**config.mk**
```make
export PLATFORM = sky130hd
export DESIGN_NAME = decode_stage_p_flat
export DESIGN_NICKNAME = d
export VERILOG_FILES = /design/src/rtl/decode_stage_p_if.sv /design/src/rtl/decode_stage_p.sv /design/src/flat_wrapper.sv
export SDC_FILE = /design/constraint.sdc
export NUM_CORES = 2
export LEC_CHECK = 0
export CORE_MARGIN = 2
export CORE_UTILIZATION = 61
export DETAILED_ROUTE_END_ITERATION = 8
export PLACE_DENSITY = 0.81
export SYNTH_ARGS = -nofsm -noshare
export SYNTH_HDL_FRONTEND = slang
export SYNTH_SLANG_ARGS = --single-unit
```
**constraint.sdc**
```tcl
create_clock -name clk -period 48.6 [get_ports clk]
set_clock_uncertainty 0.2 [all_clocks]
set_input_delay 4.86 -clock clk [delete_from_list [all_inputs] [get_ports clk]]
set_output_delay 4.86 -clock clk [all_outputs]
set_load 0.01 [all_outputs]
```
**src/rtl/decode_stage_p_if.sv**
```systemverilog
// Decode-stage bus: IF/ID inputs, MEM/WB snoop inputs, hazard/redirect outputs and the
// registered ID/EX boundary.
interface decode_stage_p_if #(
  parameter int unsigned DATA_W = 32,
  parameter int unsigned PC_W   = 10,
  parameter int unsigned REG_AW = 5,
  parameter int unsigned CTRL_W = 8,
  parameter int unsigned CNT_W  = 16
);
  logic              id_valid;
  logic [31:0]       instruction;
  logic [PC_W-1:0]   pc_plus1;
  logic              ctrl_branch;
  logic              ctrl_bne;
  logic              ctrl_jump;
  logic              ctrl_jr;
  logic              ctrl_jal;
  logic              ctrl_reg_dst;
  logic              ctrl_reg_write;
  logic              ctrl_mem_read;
  logic [CTRL_W-1:0] ctrl_bundle;
  logic              hold_in;

  logic              mem_reg_write;
  logic              mem_mem_read;
  logic [REG_AW-1:0] mem_dest;
  logic [DATA_W-1:0] mem_alu_res;

  logic              wb_we;
  logic              wb_jal;
  logic [REG_AW-1:0] wb_dest;
  logic [DATA_W-1:0] wb_data;

  logic              stall;
  logic              redirect;
  logic [PC_W-1:0]   redirect_target;
  logic              ex_valid;
  logic              ex_reg_write;
  logic              ex_mem_read;
  logic              ex_jal;
  logic [REG_AW-1:0] ex_rs;
  logic [REG_AW-1:0] ex_rt;
  logic [REG_AW-1:0] ex_dest;
  logic [4:0]        ex_shamt;
  logic [DATA_W-1:0] ex_rs_data;
  logic [DATA_W-1:0] ex_rt_data;
  logic [DATA_W-1:0] ex_imm;
  logic [PC_W-1:0]   ex_pc_plus1;
  logic [CTRL_W-1:0] ex_ctrl;
  logic [CNT_W-1:0]  stall_count;

  modport master (
    output id_valid, instruction, pc_plus1, ctrl_branch, ctrl_bne, ctrl_jump, ctrl_jr,
           ctrl_jal, ctrl_reg_dst, ctrl_reg_write, ctrl_mem_read, ctrl_bundle, hold_in,
           mem_reg_write, mem_mem_read, mem_dest, mem_alu_res,
           wb_we, wb_jal, wb_dest, wb_data,
    input  stall, redirect, redirect_target, ex_valid, ex_reg_write, ex_mem_read, ex_jal,
           ex_rs, ex_rt, ex_dest, ex_shamt, ex_rs_data, ex_rt_data, ex_imm, ex_pc_plus1,
           ex_ctrl, stall_count
  );

  modport slave (
    input  id_valid, instruction, pc_plus1, ctrl_branch, ctrl_bne, ctrl_jump, ctrl_jr,
           ctrl_jal, ctrl_reg_dst, ctrl_reg_write, ctrl_mem_read, ctrl_bundle, hold_in,
           mem_reg_write, mem_mem_read, mem_dest, mem_alu_res,
           wb_we, wb_jal, wb_dest, wb_data,
    output stall, redirect, redirect_target, ex_valid, ex_reg_write, ex_mem_read, ex_jal,
           ex_rs, ex_rt, ex_dest, ex_shamt, ex_rs_data, ex_rt_data, ex_imm, ex_pc_plus1,
           ex_ctrl, stall_count
  );
endinterface

```
**src/rtl/decode_stage_p.sv**
```systemverilog
// Decode stage: register file with WB write-through, branch/jr operand forwarding from MEM,
// hazard detection, ID/EX register with bubble/hold and a saturating stall counter.
module decode_stage_p #(
  parameter int unsigned DATA_W = 32,
  parameter int unsigned PC_W   = 10,
  parameter int unsigned REG_AW = 5,
  parameter int unsigned CTRL_W = 8,
  parameter int unsigned CNT_W  = 16
) (
  input logic             clk,
  input logic             rst,
  decode_stage_p_if.slave dec_io
);
  localparam int unsigned NumRegs = 2 ** REG_AW;
  localparam logic [REG_AW-1:0] LinkReg = '1;

  typedef struct packed {
    logic              valid;
    logic              reg_write;
    logic              mem_read;
    logic              jal;
    logic [REG_AW-1:0] rs;
    logic [REG_AW-1:0] rt;
    logic [REG_AW-1:0] dest;
    logic [4:0]        shamt;
    logic [DATA_W-1:0] rs_data;
    logic [DATA_W-1:0] rt_data;
    logic [DATA_W-1:0] imm;
    logic [PC_W-1:0]   pc_plus1;
    logic [CTRL_W-1:0] ctrl;
  } ex_t;

  logic [DATA_W-1:0] rf_q [NumRegs];
  logic [DATA_W-1:0] rf_d [NumRegs];
  ex_t               ex_q, ex_d, ex_dec;
  logic [CNT_W-1:0]  stall_count_q, stall_count_d;

  logic [REG_AW-1:0] rs_a, rt_a, rd_a, wr_addr, dest;
  logic [15:0]       imm;
  logic [DATA_W-1:0] imm_ext;
  logic [PC_W-1:0]   imm_pc;
  logic              wr_en;
  logic [DATA_W-1:0] rs_rf, rt_rf, op_a, op_b;
  logic              mem_fwd_ok, br_or_jr;
  logic              haz_a, haz_b, haz_c, hazard, stall, taken, redirect;
  logic [PC_W-1:0]   target;

  // Field extraction and register-file reads with WB write-through.
  always_comb begin
    rs_a    = REG_AW'(dec_io.instruction[25:21]);
    rt_a    = REG_AW'(dec_io.instruction[20:16]);
    rd_a    = REG_AW'(dec_io.instruction[15:11]);
    imm     = dec_io.instruction[15:0];
    imm_ext = DATA_W'($signed(imm));
    imm_pc  = PC_W'($signed(imm));
    dest    = dec_io.ctrl_jal ? LinkReg : (dec_io.ctrl_reg_dst ? rd_a : rt_a);

    wr_addr = dec_io.wb_jal ? LinkReg : dec_io.wb_dest;
    wr_en   = dec_io.wb_we && (wr_addr != '0);

    rs_rf = rf_q[rs_a];
    if (rs_a == '0) begin
      rs_rf = '0;
    end else if (wr_en && (rs_a == wr_addr)) begin
      rs_rf = dec_io.wb_data;
    end
    rt_rf = rf_q[rt_a];
    if (rt_a == '0) begin
      rt_rf = '0;
    end else if (wr_en && (rt_a == wr_addr)) begin
      rt_rf = dec_io.wb_data;
    end

    // Only non-load ALU results in MEM are ready to feed the branch comparator.
    mem_fwd_ok = dec_io.mem_reg_write && !dec_io.mem_mem_read && (dec_io.mem_dest != '0);
    op_a = (mem_fwd_ok && (dec_io.mem_dest == rs_a)) ? dec_io.mem_alu_res : rs_rf;
    op_b = (mem_fwd_ok && (dec_io.mem_dest == rt_a)) ? dec_io.mem_alu_res : rt_rf;
  end

  // Hazards, stall and redirect.
  always_comb begin
    br_or_jr = dec_io.ctrl_branch || dec_io.ctrl_jr;

    haz_a = dec_io.id_valid && ex_q.valid && ex_q.mem_read && (ex_q.dest != '0) &&
            ((ex_q.dest == rs_a) || (ex_q.dest == rt_a));
    haz_b = dec_io.id_valid && br_or_jr && ex_q.valid && ex_q.reg_write &&
            (ex_q.dest != '0) &&
            ((ex_q.dest == rs_a) || (dec_io.ctrl_branch && (ex_q.dest == rt_a)));
    haz_c = dec_io.id_valid && br_or_jr && dec_io.mem_mem_read && dec_io.mem_reg_write &&
            (dec_io.mem_dest != '0) &&
            ((dec_io.mem_dest == rs_a) || (dec_io.ctrl_branch && (dec_io.mem_dest == rt_a)));
    hazard = haz_a || haz_b || haz_c;
    stall  = dec_io.hold_in || hazard;

    taken    = dec_io.ctrl_branch && ((op_a == op_b) ^ dec_io.ctrl_bne);
    redirect = dec_io.id_valid && !stall &&
               (dec_io.ctrl_jr || dec_io.ctrl_jump || dec_io.ctrl_jal || taken);

    target = '0;
    if (redirect) begin
      if (dec_io.ctrl_jr) begin
        target = op_a[PC_W-1:0];
      end else if (dec_io.ctrl_jump || dec_io.ctrl_jal) begin
        target = dec_io.instruction[PC_W-1:0];
      end else begin
        target = dec_io.pc_plus1 + imm_pc;
      end
    end
  end

  // Next state: register file, ID/EX boundary and stall counter.
  always_comb begin
    rf_d = rf_q;
    if (wr_en) begin
      rf_d[wr_addr] = dec_io.wb_data;
    end

    ex_dec           = '0;
    ex_dec.valid     = 1'b1;
    ex_dec.reg_write = dec_io.ctrl_reg_write;
    ex_dec.mem_read  = dec_io.ctrl_mem_read;
    ex_dec.jal       = dec_io.ctrl_jal;
    ex_dec.rs        = rs_a;
    ex_dec.rt        = rt_a;
    ex_dec.dest      = dest;
    ex_dec.shamt     = dec_io.instruction[10:6];
    ex_dec.rs_data   = rs_rf;
    ex_dec.rt_data   = rt_rf;
    ex_dec.imm       = imm_ext;
    ex_dec.pc_plus1  = dec_io.pc_plus1;
    ex_dec.ctrl      = dec_io.ctrl_bundle;

    ex_d = ex_q;
    if (!dec_io.hold_in) begin
      ex_d = (stall || !dec_io.id_valid) ? '0 : ex_dec;
    end

    stall_count_d = stall_count_q;
    if (hazard && !dec_io.hold_in && (stall_count_q != '1)) begin
      stall_count_d = stall_count_q + CNT_W'(1);
    end
  end

  always_ff @(posedge clk or posedge rst) begin
    if (rst) begin
      for (int unsigned i = 0; i < NumRegs; i++) begin
        rf_q[i] <= '0;
      end
      ex_q          <= '0;
      stall_count_q <= '0;
    end else begin
      rf_q          <= rf_d;
      ex_q          <= ex_d;
      stall_count_q <= stall_count_d;
    end
  end

  assign dec_io.stall           = stall;
  assign dec_io.redirect        = redirect;
  assign dec_io.redirect_target = target;
  assign dec_io.ex_valid        = ex_q.valid;
  assign dec_io.ex_reg_write    = ex_q.reg_write;
  assign dec_io.ex_mem_read     = ex_q.mem_read;
  assign dec_io.ex_jal          = ex_q.jal;
  assign dec_io.ex_rs           = ex_q.rs;
  assign dec_io.ex_rt           = ex_q.rt;
  assign dec_io.ex_dest         = ex_q.dest;
  assign dec_io.ex_shamt        = ex_q.shamt;
  assign dec_io.ex_rs_data      = ex_q.rs_data;
  assign dec_io.ex_rt_data      = ex_q.rt_data;
  assign dec_io.ex_imm          = ex_q.imm;
  assign dec_io.ex_pc_plus1     = ex_q.pc_plus1;
  assign dec_io.ex_ctrl         = ex_q.ctrl;
  assign dec_io.stall_count     = stall_count_q;
endmodule

```
**src/flat_wrapper.sv**
```systemverilog
// flat-port wrapper written by rule: the top's interface ports become plain ports
module decode_stage_p_flat 
#(
  parameter int unsigned DATA_W = 32,
  parameter int unsigned PC_W   = 10,
  parameter int unsigned REG_AW = 5,
  parameter int unsigned CTRL_W = 8,
  parameter int unsigned CNT_W  = 16
)
  (clk, rst, dec_io_id_valid, dec_io_instruction, dec_io_pc_plus1, dec_io_ctrl_branch, dec_io_ctrl_bne, dec_io_ctrl_jump, dec_io_ctrl_jr, dec_io_ctrl_jal, dec_io_ctrl_reg_dst, dec_io_ctrl_reg_write, dec_io_ctrl_mem_read, dec_io_ctrl_bundle, dec_io_hold_in, dec_io_mem_reg_write, dec_io_mem_mem_read, dec_io_mem_dest, dec_io_mem_alu_res, dec_io_wb_we, dec_io_wb_jal, dec_io_wb_dest, dec_io_wb_data, dec_io_stall, dec_io_redirect, dec_io_redirect_target, dec_io_ex_valid, dec_io_ex_reg_write, dec_io_ex_mem_read, dec_io_ex_jal, dec_io_ex_rs, dec_io_ex_rt, dec_io_ex_dest, dec_io_ex_shamt, dec_io_ex_rs_data, dec_io_ex_rt_data, dec_io_ex_imm, dec_io_ex_pc_plus1, dec_io_ex_ctrl, dec_io_stall_count);
  decode_stage_p_if #(.DATA_W(DATA_W), .PC_W(PC_W), .REG_AW(REG_AW), .CTRL_W(CTRL_W), .CNT_W(CNT_W)) dec_io_i ();
  input logic clk;
  input logic rst;
  input wire logic [$bits(dec_io_i.id_valid)-1:0] dec_io_id_valid;
  input wire logic [$bits(dec_io_i.instruction)-1:0] dec_io_instruction;
  input wire logic [$bits(dec_io_i.pc_plus1)-1:0] dec_io_pc_plus1;
  input wire logic [$bits(dec_io_i.ctrl_branch)-1:0] dec_io_ctrl_branch;
  input wire logic [$bits(dec_io_i.ctrl_bne)-1:0] dec_io_ctrl_bne;
  input wire logic [$bits(dec_io_i.ctrl_jump)-1:0] dec_io_ctrl_jump;
  input wire logic [$bits(dec_io_i.ctrl_jr)-1:0] dec_io_ctrl_jr;
  input wire logic [$bits(dec_io_i.ctrl_jal)-1:0] dec_io_ctrl_jal;
  input wire logic [$bits(dec_io_i.ctrl_reg_dst)-1:0] dec_io_ctrl_reg_dst;
  input wire logic [$bits(dec_io_i.ctrl_reg_write)-1:0] dec_io_ctrl_reg_write;
  input wire logic [$bits(dec_io_i.ctrl_mem_read)-1:0] dec_io_ctrl_mem_read;
  input wire logic [$bits(dec_io_i.ctrl_bundle)-1:0] dec_io_ctrl_bundle;
  input wire logic [$bits(dec_io_i.hold_in)-1:0] dec_io_hold_in;
  input wire logic [$bits(dec_io_i.mem_reg_write)-1:0] dec_io_mem_reg_write;
  input wire logic [$bits(dec_io_i.mem_mem_read)-1:0] dec_io_mem_mem_read;
  input wire logic [$bits(dec_io_i.mem_dest)-1:0] dec_io_mem_dest;
  input wire logic [$bits(dec_io_i.mem_alu_res)-1:0] dec_io_mem_alu_res;
  input wire logic [$bits(dec_io_i.wb_we)-1:0] dec_io_wb_we;
  input wire logic [$bits(dec_io_i.wb_jal)-1:0] dec_io_wb_jal;
  input wire logic [$bits(dec_io_i.wb_dest)-1:0] dec_io_wb_dest;
  input wire logic [$bits(dec_io_i.wb_data)-1:0] dec_io_wb_data;
  output wire logic [$bits(dec_io_i.stall)-1:0] dec_io_stall;
  output wire logic [$bits(dec_io_i.redirect)-1:0] dec_io_redirect;
  output wire logic [$bits(dec_io_i.redirect_target)-1:0] dec_io_redirect_target;
  output wire logic [$bits(dec_io_i.ex_valid)-1:0] dec_io_ex_valid;
  output wire logic [$bits(dec_io_i.ex_reg_write)-1:0] dec_io_ex_reg_write;
  output wire logic [$bits(dec_io_i.ex_mem_read)-1:0] dec_io_ex_mem_read;
  output wire logic [$bits(dec_io_i.ex_jal)-1:0] dec_io_ex_jal;
  output wire logic [$bits(dec_io_i.ex_rs)-1:0] dec_io_ex_rs;
  output wire logic [$bits(dec_io_i.ex_rt)-1:0] dec_io_ex_rt;
  output wire logic [$bits(dec_io_i.ex_dest)-1:0] dec_io_ex_dest;
  output wire logic [$bits(dec_io_i.ex_shamt)-1:0] dec_io_ex_shamt;
  output wire logic [$bits(dec_io_i.ex_rs_data)-1:0] dec_io_ex_rs_data;
  output wire logic [$bits(dec_io_i.ex_rt_data)-1:0] dec_io_ex_rt_data;
  output wire logic [$bits(dec_io_i.ex_imm)-1:0] dec_io_ex_imm;
  output wire logic [$bits(dec_io_i.ex_pc_plus1)-1:0] dec_io_ex_pc_plus1;
  output wire logic [$bits(dec_io_i.ex_ctrl)-1:0] dec_io_ex_ctrl;
  output wire logic [$bits(dec_io_i.stall_count)-1:0] dec_io_stall_count;
  assign dec_io_i.id_valid = dec_io_id_valid;
  assign dec_io_i.instruction = dec_io_instruction;
  assign dec_io_i.pc_plus1 = dec_io_pc_plus1;
  assign dec_io_i.ctrl_branch = dec_io_ctrl_branch;
  assign dec_io_i.ctrl_bne = dec_io_ctrl_bne;
  assign dec_io_i.ctrl_jump = dec_io_ctrl_jump;
  assign dec_io_i.ctrl_jr = dec_io_ctrl_jr;
  assign dec_io_i.ctrl_jal = dec_io_ctrl_jal;
  assign dec_io_i.ctrl_reg_dst = dec_io_ctrl_reg_dst;
  assign dec_io_i.ctrl_reg_write = dec_io_ctrl_reg_write;
  assign dec_io_i.ctrl_mem_read = dec_io_ctrl_mem_read;
  assign dec_io_i.ctrl_bundle = dec_io_ctrl_bundle;
  assign dec_io_i.hold_in = dec_io_hold_in;
  assign dec_io_i.mem_reg_write = dec_io_mem_reg_write;
  assign dec_io_i.mem_mem_read = dec_io_mem_mem_read;
  assign dec_io_i.mem_dest = dec_io_mem_dest;
  assign dec_io_i.mem_alu_res = dec_io_mem_alu_res;
  assign dec_io_i.wb_we = dec_io_wb_we;
  assign dec_io_i.wb_jal = dec_io_wb_jal;
  assign dec_io_i.wb_dest = dec_io_wb_dest;
  assign dec_io_i.wb_data = dec_io_wb_data;
  assign dec_io_stall = dec_io_i.stall;
  assign dec_io_redirect = dec_io_i.redirect;
  assign dec_io_redirect_target = dec_io_i.redirect_target;
  assign dec_io_ex_valid = dec_io_i.ex_valid;
  assign dec_io_ex_reg_write = dec_io_i.ex_reg_write;
  assign dec_io_ex_mem_read = dec_io_i.ex_mem_read;
  assign dec_io_ex_jal = dec_io_i.ex_jal;
  assign dec_io_ex_rs = dec_io_i.ex_rs;
  assign dec_io_ex_rt = dec_io_i.ex_rt;
  assign dec_io_ex_dest = dec_io_i.ex_dest;
  assign dec_io_ex_shamt = dec_io_i.ex_shamt;
  assign dec_io_ex_rs_data = dec_io_i.ex_rs_data;
  assign dec_io_ex_rt_data = dec_io_i.ex_rt_data;
  assign dec_io_ex_imm = dec_io_i.ex_imm;
  assign dec_io_ex_pc_plus1 = dec_io_i.ex_pc_plus1;
  assign dec_io_ex_ctrl = dec_io_i.ex_ctrl;
  assign dec_io_stall_count = dec_io_i.stall_count;
  decode_stage_p #(.DATA_W(DATA_W), .PC_W(PC_W), .REG_AW(REG_AW), .CTRL_W(CTRL_W), .CNT_W(CNT_W)) u_core (.clk(clk), .rst(rst), .dec_io(dec_io_i));
endmodule
```
* Yosys cells after proc, flatten, opt, wreduce, memory -nomap -nowiden
Index checks and enable logic that the tools add are counted.
Word-level totals: output and inout port bits 166, word-level logic and storage cells 135, bits in latches 0, register bits 1178, memories kept 0, ROM bits 0, bits in writable memories 0
Cells by class: equal/unequal tests 8, order comparisons 4, shift operators 0, reduce and logical (&&, ||, !) cells 49, $add $sub $neg 2, $mul 0, div/mod/pow operators 0, muxes and demuxes 22, bitwise gates (word level) 4
Operator list (number):
- 1024-bit bitwise mux | 1
- 32-bit two-way mux | 11
- 32-bit binary-select mux with 5-bit select | 2
- 32-bit demux with 5-bit select | 1
- 138-bit two-way mux | 1
- 32-bit == test | 1
- 5-bit == test | 6
- 10-bit two-way mux | 3
- 1-bit logical AND | 28
- 6-bit greater-or-equal comparator, second input constant | 3
- 5-bit inverter with 6-bit output | 3
- 16-bit by 1-bit adder with 16-bit output, second input constant | 1
- 16-bit != test, second input constant | 1
- 5-bit two-way mux | 3
- 5-bit nonzero test | 3
- 1-bit logical OR | 12
- 10-bit adder | 1
- 5-bit logical NOT | 2
- 6-bit by 1-bit < comparator with 1-bit output, second input constant | 1
- 1-bit logical NOT | 4
- 1-bit XOR | 1

* Logic depth before layout (Yosys ltp)
depth after elaboration 13, mapped depth 19, mapped depth without buffers 13

* Worst setup path before layout
OpenSTA, ideal clock, no wires.
path type input port to output port, start input port dec_io_instruction[21], end output port dec_io_redirect_target[0], buffers on the path 4, cell stages on the path 15, data required time 43.540 ns, arrival 8.135 ns, path slack 35.405 ns, cells stage by stage buf_6 buf_6 buf_8 mux4_2 mux4_2 a21o_1 a21oi_1 xnor2_1 nand4_1 nor4_2 o2111ai_1 nor4_2 mux2_4 buf_12 a21oi_2
Between the ends: cells in the longest elaborated chain, start to end 13, elaborated cells between the ends (all ways) 31, those cells by class eq/ne (4); mux (8); bitwise (2); reduce/logical (17)
Ends and longest elaborated chain:
- from (decl) | RTL line flat_wrapper.sv:15 | input wire logic [$bits(dec_io_i.instruction)-1:0] dec_io_instruction;
- 5-bit inverter with 6-bit output (implied by the code) | RTL line decode_stage_p.sv:61 | rs_rf = rf_q[rs_a];
- 32-bit binary-select mux with 5-bit select | RTL line decode_stage_p.sv:61
- 32-bit two-way mux (implied by the code) (2 in a row) | RTL line decode_stage_p.sv:61
- 32-bit two-way mux | RTL line decode_stage_p.sv:64 | end else if (wr_en && (rs_a == wr_addr)) begin
- 32-bit two-way mux | RTL line decode_stage_p.sv:62 | if (rs_a == '0) begin
- 32-bit two-way mux | RTL line decode_stage_p.sv:76 | op_a = (mem_fwd_ok && (dec_io.mem_dest == rs_a)) ? dec_io.mem_alu_res : rs_rf;
- 32-bit == test | RTL line decode_stage_p.sv:95 | taken = dec_io.ctrl_branch && ((op_a == op_b) ^ dec_io.ctrl_bne);
- 1-bit XOR | RTL line decode_stage_p.sv:95
- 1-bit logical AND | RTL line decode_stage_p.sv:95
- 1-bit logical OR | RTL line decode_stage_p.sv:97 | (dec_io.ctrl_jr || dec_io.ctrl_jump || dec_io.ctrl_jal || taken);
- 1-bit logical AND | RTL line decode_stage_p.sv:96 | redirect = dec_io.id_valid && !stall &&
- 10-bit two-way mux (*) | RTL line decode_stage_p.sv:100 | if (redirect) begin
- to (decl) | RTL line flat_wrapper.sv:37 | output wire logic [$bits(dec_io_i.redirect_target)-1:0] dec_io_redirect_target;
Mark *: on every way between the ends. The rest lies on a longest branch, timed or not. The select of a mux whose other input is x is not followed.

* Worst setup path in the final report
start input port dec_io_instruction[18], end output port dec_io_redirect_target[2]
Between the ends: cells in the longest elaborated chain, start to end 13, elaborated cells between the ends (all ways) 32, those cells by class eq/ne (4); mux (7); bitwise (2); reduce/logical (19)
Ends and longest elaborated chain:
- 5-bit inverter with 6-bit output (implied by the code) | RTL line decode_stage_p.sv:67 | rt_rf = rf_q[rt_a];
- 32-bit binary-select mux with 5-bit select | RTL line decode_stage_p.sv:67
- 32-bit two-way mux (implied by the code) (2 in a row) | RTL line decode_stage_p.sv:67
- 32-bit two-way mux | RTL line decode_stage_p.sv:70 | end else if (wr_en && (rt_a == wr_addr)) begin
- 32-bit two-way mux | RTL line decode_stage_p.sv:68 | if (rt_a == '0) begin
- 32-bit two-way mux | RTL line decode_stage_p.sv:77 | op_b = (mem_fwd_ok && (dec_io.mem_dest == rt_a)) ? dec_io.mem_alu_res : rt_rf;
- 32-bit == test | RTL line decode_stage_p.sv:95
- 1-bit XOR | RTL line decode_stage_p.sv:95
- 1-bit logical AND | RTL line decode_stage_p.sv:95
- 1-bit logical OR | RTL line decode_stage_p.sv:97
- 1-bit logical AND (*) | RTL line decode_stage_p.sv:96
- 10-bit two-way mux (*) | RTL line decode_stage_p.sv:100
Marked as above.

==> out/qor.yml <==
logic_synthesis:
  post_synth_and_or_nand_nor_area_fraction: 0.0463
  ys_top_cells_by_area: "sky130_fd_sc_hd__dfrtp_1 45%, sky130_fd_sc_hd__mux2_2 16%, sky130_fd_sc_hd__mux4_2 14%"
  synth_top_cell_by_area: "sky130_fd_sc_hd__dfrtp_1"
  count_of_flip_flops_with_a_built_in_enable_after_synthesis: 0
  yosys_warnings: 0
  synth_top_area_frac: 0.454
  synth.lib_cells_used.distinct: 105
  synth_adder_area_share: 0.00228
  synth_sequential_area_ratio: 0.454
  syn-mean-instance-area_sq_um: 13.3
  synth_ff_type: "sky130_fd_sc_hd__dfrtp_1"
  syn_area_sq_um: 63800
  yosys.area_share.xor_xnor: 0.0107
  syn-num-nets: 4950
  combinational_family_with_the_most_area_after_synthesis: "multiplexers"
  count_of_state_elements_after_synthesis: 1157
  synthMuxAreaShare: 0.348
  synth_async_sr_flop_share: 1.00
  syn-instance-count: 4799
  post_synthesis_compound_gate_area_fraction: 0.0905
cells_and_area:
  final_cell_mix: "1157 x sky130_fd_sc_hd__dfrtp_1, 921 x sky130_fd_sc_hd__mux2_2, 407 x sky130_fd_sc_hd__mux4_2"
  areaGrowthSynthToFinish_pct: 11.0
  nFillCells: 6887
  layout-drive-gt1-share: 0.355
  seqCellArea_sq_um: 29000
  layout.nets: 4964
  combined_area_of_the_multi_input_logic_cells_sq_um: 32000
  mostFrequentLayoutCell: "sky130_fd_sc_hd__dfrtp_1"
routing:
  drt_iter0_markers: 6641
  drt-wirelength-per-cell_um: 34.1
  viasPerCell: 7.47
  remaining_drc_errors: 0
  routed_via_count: 47100
  detail_route.wirelength_um: 215000
  drt_pass1_iterations: 7
  detail-route-antenna-nets: 0
timing:
  final_hold_viol_count: 0
  worst-slew-pin-transition_ns: 1.53
  fin_setup_tns_ns: 0
  setup_repair_after_global_routing_missed_its_margin: "no"
  final_period_minus_worst_setup_slack_ns: 17.24
  timing_max_transition_violations_final: 8
  fin_ws_ns: 31.36
  final_worst_path_cycle_share: 0.355
  maxSlewHeadroom: -0.0269
  setup_violations: 0
  fmax_ghz: 0.0580
  fin_hold_ws_ns: 0.200
status:
  result_of_the_run: "finished, violations left"
  violations_in_the_final_reports: "capacitance limit, slew limit"
floorplan:
  std_cell_rows: 118
  floorplan.die_area_sq_um: 107000
  die_y_um: 327
  boundaryPins: 306
  coreArea_sq_um: 104000
  die-width_um: 327
  initial_utilization: 0.615
clocking:
  cts-buffers-inserted: 114
  cts.repair_timing.setup_buffer_count: 0
  tritoncts_clock_tree: "built"
  htree_depth: 3
  worstSkewPairLatency_ns: 0.73
  cts_sinks: 1157
  postCtsResizedCells: 0
  clock_tree.buffer_depth: 3
  root_buffer: "sky130_fd_sc_hd__clkbuf_16"
  cts_hold_repair.buffers: 0
  clk_transition_reported_paths_ns: 0.06
power_and_ir_drop:
  p_seq_frac: 0.448
  total_switching_power_uw: 727
  combinational_fraction_of_design_power: 0.186
  internal-power_uw: 1890
  worst_ir_drop_vdd_mv: 0.0309
  leakagePower_uw: 0.0314
  p_clk_frac: 0.366
  power_per_cell_area_nw_per_um2: 36.9
  switching_share: 0.278
run:
  drv.max_cap_violation_count: 2
place:
  placement.setup.worst_slack_ns: 31.67
  gpl.final_weighted_congestion: 0.954
  place_hpwl_um: 128000
  number_of_buffers_inserted_by_port_buffering: 299
critical_path:
  reg2reg_setup_slack_ns: 44.91
  r2r-start: "u_core.dec_io.ex_dest[2]"
  cp_max_fo: 27
  worstPathRequired_ns: 43.54
  worst_r2r_endpoint: "u_core.dec_io.ex_rt_data[0]"
  critical_path.slowest_cell: "sky130_fd_sc_hd__a211oi_1"
  timing.critical_path.to_type: "primary output"
  setup.worst_path.start: "dec_io_instruction[18]"
  crit_type: "in2out"
  critical_path.max_stage_delay_ns: 1.15
  crit_chain: "buf_2 -> buf_4 -> nor3b_2 -> buf_4 -> a221o_1 -> a211oi_1 -> a211oi_1 -> o21ai_0 -> a21oi_1 -> a2111oi_0 -> a31oi_1 -> nand4_1 -> nor4_2 -> mux2_4 -> a21oi_2 -> clkdlybuf4s50_1"
  timing.critical_path.from_type: "input pin"
  worst-r2r-cell-count: 8
  timing.critical_path.arrival_ns: 12.18
grt:
  grt_first_pass_wirelength_um: 314000
  gr-total-overflow: 0
  grt_max_degree: 188
  grt_pass1_vias: 47400
  grt_antenna_before_repair: 14
  grt.total_usage: 0.400
hold_path:
  hold_path_startpoint: "u_core.rf_q[1010]"
  hold-path-endpoint: "u_core.rf_q[1010]"
  hold_class: "reg2reg"
  timing.hold.worst_path_depth: 0
[power by group through the flow]
stage          logic [uW]  clock network [uW]  registers [uW]
2_1_floorplan         337                   0            1160
3_3_place_gp          457                   0            1170
3_5_place_dp          470                   0            1180
4_1_cts               474                 957            1170
5_1_grt               509                 997            1180
6_report              485                 958            1170
[metal layers]
layer	global-route usage	vias up	share of wire
met4	0.301	8	0.087
li1	-	18400	-
met3	0.132	1041	0.14
met2	0.586	3677	0.44
met5	0	-	0.00022
met1	0.496	23900	0.34
[worst max-delay path, delay by kind of cell]
kind	cells	cell delay, ns
multiplexers	1	0.44
buffers and inverters	4	2.18
AO/OA/AOI/OAI	8	2.87
AND/OR/NAND/NOR	3	1.77
[logic make-up (layout without fill, tap and decap cells)]
| group | after synthesis | after routing |
|---|---|---|
| AO/OA/AOI/OAI | 834 | 834 |
| XOR/XNOR | 78 | 78 |
| adder cells (fa/ha/maj) | 11 | 11 |
| buffers and inverters | 550 | 660 |
| flip-flops | 1157 | 1157 |
| multiplexers | 1544 | 1544 |
| other | 0 | 9 |
| AND/OR/NAND/NOR | 625 | 625 |
[final cells by class]
class	instances	area share
antenna	9	0.000318
clock buffer	168	0.0479
clock inverter	44	0.00914
inverter	28	0.00159
multi-input combinational	3092	0.452
sequential	1157	0.409
tap	1380	0.0244
timing repair buffer	420	0.0561
[synth_stat cells (12+ instances only)]
library cell	number
sky130_fd_sc_hd__o21ai_0	209
sky130_fd_sc_hd__a211oi_1	36
sky130_fd_sc_hd__nand3_1	21
sky130_fd_sc_hd__mux4_2	407
sky130_fd_sc_hd__nor2_1	106
sky130_fd_sc_hd__nor2b_1	20
sky130_fd_sc_hd__buf_4	69
sky130_fd_sc_hd__buf_2	63
sky130_fd_sc_hd__or3_1	12
sky130_fd_sc_hd__mux2i_1	186
sky130_fd_sc_hd__clkbuf_1	289
sky130_fd_sc_hd__a221o_1	19
sky130_fd_sc_hd__nand2b_1	14
sky130_fd_sc_hd__dfrtp_1	1157
sky130_fd_sc_hd__mux2_2	921
sky130_fd_sc_hd__a22o_1	89
sky130_fd_sc_hd__inv_1	24
sky130_fd_sc_hd__a21oi_1	104
sky130_fd_sc_hd__nor4_1	22
sky130_fd_sc_hd__a31oi_1	17
sky130_fd_sc_hd__nand2_1	293
sky130_fd_sc_hd__buf_6	42
sky130_fd_sc_hd__xor2_1	30
sky130_fd_sc_hd__a2111oi_0	12
sky130_fd_sc_hd__o211ai_1	24
sky130_fd_sc_hd__buf_1	23
sky130_fd_sc_hd__a221oi_1	29
sky130_fd_sc_hd__a22oi_1	81
sky130_fd_sc_hd__xnor2_1	48
sky130_fd_sc_hd__nor3_1	56
sky130_fd_sc_hd__o31ai_1	40
sky130_fd_sc_hd__buf_8	13
sky130_fd_sc_hd__mux4_1	29
sky130_fd_sc_hd__o22ai_1	53
[state kept, by name (all words and copies together) (netlist names), 5 cells and up]
name                       cells
u_core.rf_q                 1024
u_core.dec_io.ex_rs_data      32
u_core.dec_io.ex_rt_data      32
u_core.dec_io.ex_imm          16
u_core.dec_io.stall_count     16
u_core.dec_io.ex_pc_plus1     10
u_core.dec_io.ex_ctrl          8
u_core.dec_io.ex_dest          5
u_core.dec_io.ex_rs            5
u_core.dec_io.ex_rt            5
[per-stage QoR]
| stage | instance area (sq um) | std cells | power (uW) | util |
|---|---|---|---|---|
| 3_3_place_gp | 66700 | 6077 | 1630 | 0.644 |
| 6_report | 70800 | 6298 | 2610 | 0.683 |
| 4_1_cts | 70800 | 6289 | 2600 | 0.683 |
| 5_1_grt | 70800 | 6293 | 2690 | 0.683 |
| 3_5_place_dp | 66700 | 6077 | 1650 | 0.644 |
| 2_1_floorplan | 63800 | 4799 | 1500 | - |
[how the worst max path moves through the flow]
stage                                      endpoint  cells after the start
after detailed placement  dec_io_redirect_target[2]                     16
after floorplan            u_core.dec_io.ex_ctrl[0]                      1
after global placement    dec_io_redirect_target[2]                     16
after CTS                 dec_io_redirect_target[2]                     16
final                     dec_io_redirect_target[2]                     16
after global routing      dec_io_redirect_target[2]                     16
No activity file was read; power rests on OpenSTA's default activity.
